===== config.mk =====
export PLATFORM = sky130hd
export DESIGN_NAME = mux_arb_reg
export DESIGN_NICKNAME = d
export VERILOG_FILES = /design/src/rtl/mux_arb_reg.sv
export SDC_FILE = /design/constraint.sdc
export NUM_CORES = 1
export LEC_CHECK = 0
export ABC_AREA = 0
export ABC_CLOCK_PERIOD_IN_PS = 4900
export BUFFER_PORTS_ARGS = -buffer_cell sky130_fd_sc_hd__buf_2
export CAP_MARGIN = 25
export CORE_ASPECT_RATIO = 1.1
export CORE_UTILIZATION = 45
export CTS_BUF_LIST = sky130_fd_sc_hd__clkbuf_16
export CTS_CLUSTER_SIZE = 14
export DETAILED_ROUTE_END_ITERATION = 10
export PLACE_DENSITY = 0.94
export SLEW_MARGIN = 20
export SYNTH_ARGS = -nofsm -noshare
export SYNTH_HDL_FRONTEND = slang
export SYNTH_SLANG_ARGS = --single-unit

===== constraint.sdc =====
create_clock -name clk -period 4.9 [get_ports clk]
set_clock_uncertainty 0.2 [all_clocks]
set_input_delay 0.49 -clock clk [delete_from_list [all_inputs] [get_ports clk]]
set_output_delay 0.49 -clock clk [all_outputs]
set_load 0.005 [all_outputs]

===== src/rtl/mux_arb_reg.sv =====
// N-input, W-bit selector with a registered valid/ready output stage.
// Channels are picked by an explicit index (mode 0) or by round-robin arbitration (mode 1).
module mux_arb_reg #(
    parameter int w = 16,
    parameter int n = 4,
    localparam int sw = $clog2(n)
) (
    input  logic             clk,
    input  logic             rst_n,
    input  logic [n*w-1:0]   in_data,
    input  logic [n-1:0]     in_valid,
    output logic [n-1:0]     in_ready,
    input  logic             mode,
    input  logic [sw-1:0]    sel,
    output logic [w-1:0]     out_data,
    output logic [sw-1:0]    out_chan,
    output logic             out_valid,
    input  logic             out_ready
);

    logic          load_en;
    logic          sel_hit;
    logic          rr_hit;
    logic [sw-1:0] rr_grant;
    logic          grant_valid;
    logic [sw-1:0] grant;
    logic [w-1:0]  grant_data;
    logic [sw-1:0] rr_ptr;
    logic [sw-1:0] rr_next;
    logic          in_xfer;

    // The register accepts a new word when empty or when it is being drained this cycle.
    assign load_en = !out_valid || out_ready;

    // NOTE: every variable written in a combinational block gets a default first, so no latch is inferred.
    always_comb begin
        sel_hit = 1'b0;
        for (int k = 0; k < n; k++) begin
            if (sel == sw'(k) && in_valid[k]) begin
                sel_hit = 1'b1;
            end
        end
    end

    // Round-robin search: channels at or above rr_ptr take priority over the wrapped-around ones,
    // and within each half the lowest index wins, giving the upward search with wrap n-1 -> 0.
    always_comb begin
        rr_hit   = 1'b0;
        rr_grant = '0;
        for (int k = n - 1; k >= 0; k--) begin
            if (in_valid[k] && sw'(k) < rr_ptr) begin
                rr_hit   = 1'b1;
                rr_grant = sw'(k);
            end
        end
        for (int k = n - 1; k >= 0; k--) begin
            if (in_valid[k] && sw'(k) >= rr_ptr) begin
                rr_hit   = 1'b1;
                rr_grant = sw'(k);
            end
        end
    end

    always_comb begin
        if (mode) begin
            grant_valid = rr_hit;
            grant       = rr_grant;
        end else begin
            grant_valid = sel_hit;
            grant       = sel;
        end
    end

    always_comb begin
        grant_data = '0;
        in_ready   = '0;
        for (int k = 0; k < n; k++) begin
            if (grant == sw'(k)) begin
                grant_data  = in_data[k*w +: w];
                in_ready[k] = grant_valid && load_en;
            end
        end
    end

    assign in_xfer = grant_valid && load_en;

    // Explicit wrap keeps the pointer inside 0..n-1 for non-power-of-2 n.
    assign rr_next = (grant == sw'(n - 1)) ? '0 : grant + sw'(1);

    // NOTE: sequential state uses non-blocking assignments so every register samples pre-edge values.
    always_ff @(posedge clk or negedge rst_n) begin
        if (!rst_n) begin
            out_valid <= 1'b0;
            out_data  <= '0;
            out_chan  <= '0;
            rr_ptr    <= '0;
        end else begin
            if (in_xfer) begin
                out_valid <= 1'b1;
                out_data  <= grant_data;
                out_chan  <= grant;
                if (mode) begin
                    rr_ptr <= rr_next;
                end
            end else if (out_ready) begin
                out_valid <= 1'b0;
            end
        end
    end

endmodule


Word-level counts from Yosys, hierarchy flattened
Index checks and enable logic that the tools add are counted.

storage, ports and cells
  register bits = 21
  output and inout bits = 23
  word-level logic and storage cells = 71

operators by class
  $add $sub $neg = 1
  magnitude comparators = 8
  equality and inequality tests = 6
  muxes and demuxes = 33
  reductions and logical operators = 19

operators by type and width
  operator               number
  $mux W16               4
  $mux W2                10
  $mux W1                19
  $logic_and A1 B1 Y1    13
  $eq A2 B2 Y1 const B   4
  $eq A2 B1 Y1 const B   2
  $ge A1 B2 Y1 const A   2
  $ge A2 B2 Y1 const A   2
  $logic_not A2 Y1       2
  $lt A1 B2 Y1 const A   2
  $lt A2 B2 Y1 const A   2
  $add A2 B1 Y2 const B  1
  $reduce_and A2 Y1      1
  $reduce_bool A2 Y1     1
  $logic_not A1 Y1       1
  $logic_or A1 B1 Y1     1

Longest topological paths before layout
  depth in word-level cells = 16
  gate-level depth with buffers = 11
  gate-level depth less buffers = 9

Least setup slack after synthesis
No wires, ideal clock.

  path kind = input port to output port
  start = in in_valid[1]
  end = out in_ready[3]
  arrival time = 2.026 ns
  data required time = 4.210 ns
  slack = 2.184 ns
  stages = 9
  buffers on the path = 2
  path through = and2b_2 -> o21bai_1 -> a32oi_1 -> inv_1 -> ha_1 -> buf_2 -> clkinv_1 -> clkbuf_1 -> nor2_1

on the way
  longest elaborated chain between the ends = 10
  elaborated cells on any way between the ends = 23

ends and longest elaborated chain
  what                     line  source
  start: declaration       11    input logic [n-1:0] in_valid,
  $logic_and A1 B1 Y1      51    if (in_valid[k] && sw'(k) < rr_ptr) begin
  $mux W2 (2 in series)    51
  $mux W2 (2 in series)    57    if (in_valid[k] && sw'(k) >= rr_ptr) begin
  $mux W2 * (2 in series)  57
  $mux W2 *                65    if (mode) begin
  named net grant[0]       26    logic [sw-1:0] grant;
  $eq A2 B2 Y1 *           78    if (grant == sw'(k)) begin
  $mux W1 *                78
  end: declaration         12    output logic [n-1:0] in_ready,

The timed path passes the listed nets; every way through them passes the cells marked *.

Worst setup path after layout
  start = in in_valid[2]
  end = out in_ready[3]

on the way
  longest elaborated chain between the ends = 11
  elaborated cells on any way between the ends = 24

ends and longest elaborated chain
  what                     line
  $logic_and A1 B1 Y1      51
  $mux W2 (3 in series)    51
  $mux W2                  57
  $mux W2 * (3 in series)  57
  $mux W2 *                65
  named net grant[0]       26
  $eq A2 B2 Y1 *           78
  $mux W1 *                78

Marked as above.

==> impl_metrics.ini <==
[run_status]
status = finished, violations left
violations = negative hold slack

[timing]
worstMarginPinSlew_ns = 0.928
maxSlewViolCount = 0
min_period_ns = 3.59
setup_tns_ns = 0
period_share = 0.732
finalHoldViolations = 9
timing.slew.headroom = 0.378
fmax_mhz = 279
setup_viol = 0
rsz0062_at_grt = no
finalWorstSetupSlack_ns = 1.31
hold_slack_ns = -0.00779

[power_and_ir_drop]
seqPwrFrac = 0.338
p_int_w = 0.000530
leakage_nw = 1.02
ir_drop_v = 0.000219
combPwrFrac = 0.452
p_sw_w = 0.000283
clkPwrFrac = 0.211
finalPower_w = 0.000812
power_density_mw_per_mm2 = 407
swShare = 0.348

[clock_network]
hold_buffers = 0
cts_made_buffers = 3
cts_tree = yes
root_buffer = clkbuf_16
cts.sinks = 21
clock_path_buffers = 2
cts_resized = 0
htreeDepth = 1
clk_latency_ns = 0.25
clkTransAtPathRegs_ns = 0.06
cts_setup_buffers = 0

[finish]
antenna_cells = 0
instances_no_fill = 282
final_core_util = 0.650
fill_cells = 280
nNetsFinal = 327
syn2layout_area_growth_pct = 35.7
drive_gt1_frac = 0.435

[synthesis]
synth_simple_gate_area_frac = 0.106
syn_nets = 238
ys_ff_latch = 21
syn_area_per_cell_um2 = 9.20
synth_compound_area_frac = 0.398
yosysWarnings = 0
seq_area_frac_synth = 0.357
syn_inst = 160
synthXorXnorAreaFrac = 0
synth_area_mm2 = 0.00147
yosysUniqueCellTypes = 29
synth_fa_ha_area_frac = 0.0340
synth_top_family_by_area = compound AO/OA/AOI/OAI gates
yosys-mux-area-fraction = 0.0306

[global_route]
overflow = 0
grt_max_degree = 41
antenna_found_initial = 0
track_usage = 0.233
grt_pass1_vias = 1454
grt_first_pass_wirelength_um = 6240

[drt]
routed-via-count = 1612
drtPass1Iterations = 4
drt-wirelength-per-cell_um = 14.8
met1Wirelength_um = 1670
wl_met2_um = 2190
route.met3.wl_um = 247
antenna_left = 0
wirelength_um = 4170
routed.top_layer = met4
dr.first_iter.drc_count = 47
drc = 0
via_per_inst = 5.72

[placement]
port_buffers = 96
gp_congestion = 0.856
hpwl_um = 3120
dp.cells = 277
dp_worst_setup_slack_ns = 1.30

[die]
initial_core_util = 0.479
dieArea_mm2 = 0.00351
coreArea_mm2 = 0.00307
die_w_um = 56.5
std_cell_rows = 21
io_pins = 97
die_y_um = 62

[worst_setup_path]
r2r_cells = 8
rr_startpoint = rr_ptr[0]
cp_slowest_stage_delay_ns = 0.61
crit_top_cell = buf_2
arrival_ns = 2.90
cp_max_fo = 17
critPathBufInv = 4
cp-end-kind = output port
crit_family = buffers and inverters
r2r-end = out_data[4]
crit_path_start_kind = input port
reg2reg_slack_ns = 1.66
critPathKind = in2out
cp_cell_sequence = buf_2 -> nor2b_1 -> o21ai_0 -> a32oi_1 -> inv_1 -> ha_1 -> clkinv_1 -> nor2_1 -> buf_2
crit_required_ns = 4.21
cp_slowest_cell = clkinv_1

[worst_hold_path]
hp-class = in2async

[job]
timing.max_cap.violations = 0
==> per-layer routing <==
| layer | vias up | global-route usage |
|---|---|---|
| met5 | - | 0 |
| met4 | 0 | 0.111 |
| met3 | 9 | 0.0414 |
| met2 | 66 | 0.420 |
| met1 | 752 | 0.276 |
| li1 | 785 | - |
==> registers in the layout, indices dropped and copies added (netlist names) <==
name       cells
out_chan       2
out_data      16
out_valid      1
rr_ptr         2
==> how the worst max path moves through the flow <==
stage,startpoint,to,slack [ns],cells after the start
floorplan,in_valid[1],in_ready[3],2.18,9
global placement,in_valid[1],in_ready[3],1.39,9
detailed placement,in_valid[1],in_ready[3],1.30,9
CTS,in_valid[2],in_ready[3],1.30,9
global route,in_valid[1],in_ready[3],1.06,9
finish,in_valid[2],in_ready[3],1.31,9
==> through the flow <==
step | hold WS (ns) | cell area [um2]
after floorplan | -0.00559 | 1470
after global placement | 0.257 | 1910
after detailed placement | 0.266 | 1910
after CTS | 0.00922 | 1990
after global routing | 0.0388 | 2000
final | -0.00779 | 2000
==> cell usage after synthesis <==
cell	number	share of area
nand3_1	1	0.0034
o21ai_0	17	0.058
nand2_1	20	0.051
mux2_2	2	0.015
inv_1	5	0.013
nor2b_1	5	0.021
and2b_2	1	0.0059
ha_1	4	0.034
dfrtp_1	21	0.36
o21bai_1	2	0.010
buf_2	4	0.014
a32oi_1	1	0.0059
a21o_1	1	0.0051
or4_1	1	0.0051
nand2b_1	1	0.0043
o21ai_1	1	0.0034
o211ai_1	2	0.010
clkinv_1	2	0.0051
o211ai_4	1	0.014
buf_6	4	0.031
o21a_1	16	0.082
o21ai_2	3	0.018
nor2_1	6	0.015
a21oi_1	1	0.0034
a31oi_1	1	0.0043
a22oi_1	16	0.082
mux4_2	1	0.015
clkbuf_1	5	0.013
a221o_1	15	0.10
==> cell type report <==
type	instances	area, um2	share of cell area
repair buffers	97	488	0.244
multi-input cells	119	837	0.419
flip-flops and latches	21	526	0.263
inverters	7	26.3	0.0131
well taps	34	42.5	0.0213
clock buffers	3	75.1	0.0376
clock inverters	1	3.75	0.00188
==> layout by cell type (no fill, tap or decap), types with 2 or more instances in the layout <==
cell,n
o211ai_1,2
o21a_1,16
o21ai_2,3
nor2b_1,5
nand2_1,20
ha_1,4
buf_2,96
nor2_1,6
o21ai_0,17
clkinv_1,2
o21bai_1,2
a22oi_1,16
dfrtp_1,21
a221o_1,15
inv_1,6
clkbuf_16,3
mux2_2,2
==> power groups by stage <==
stage | combinational, W | sequential, W | clock [W]
final | 0.000367 | 0.000274 | 0.000171
after global routing | 0.000411 | 0.000280 | 0.000180
after CTS | 0.000364 | 0.000273 | 0.000174
after detailed placement | 0.000363 | 0.000276 | 0
after global placement | 0.000355 | 0.000274 | 0
after floorplan | 0.000235 | 0.000278 | 0
==> cells by family after synthesis <==
family | count (synthesis)
buffers and inverters | 20
adder cells (fa/ha/maj) | 4
AO/OA/AOI/OAI | 77
flip-flops | 21
multiplexers | 3
AND/OR/NAND/NOR | 35
Note: power is estimated with default switching activity, not from simulation.
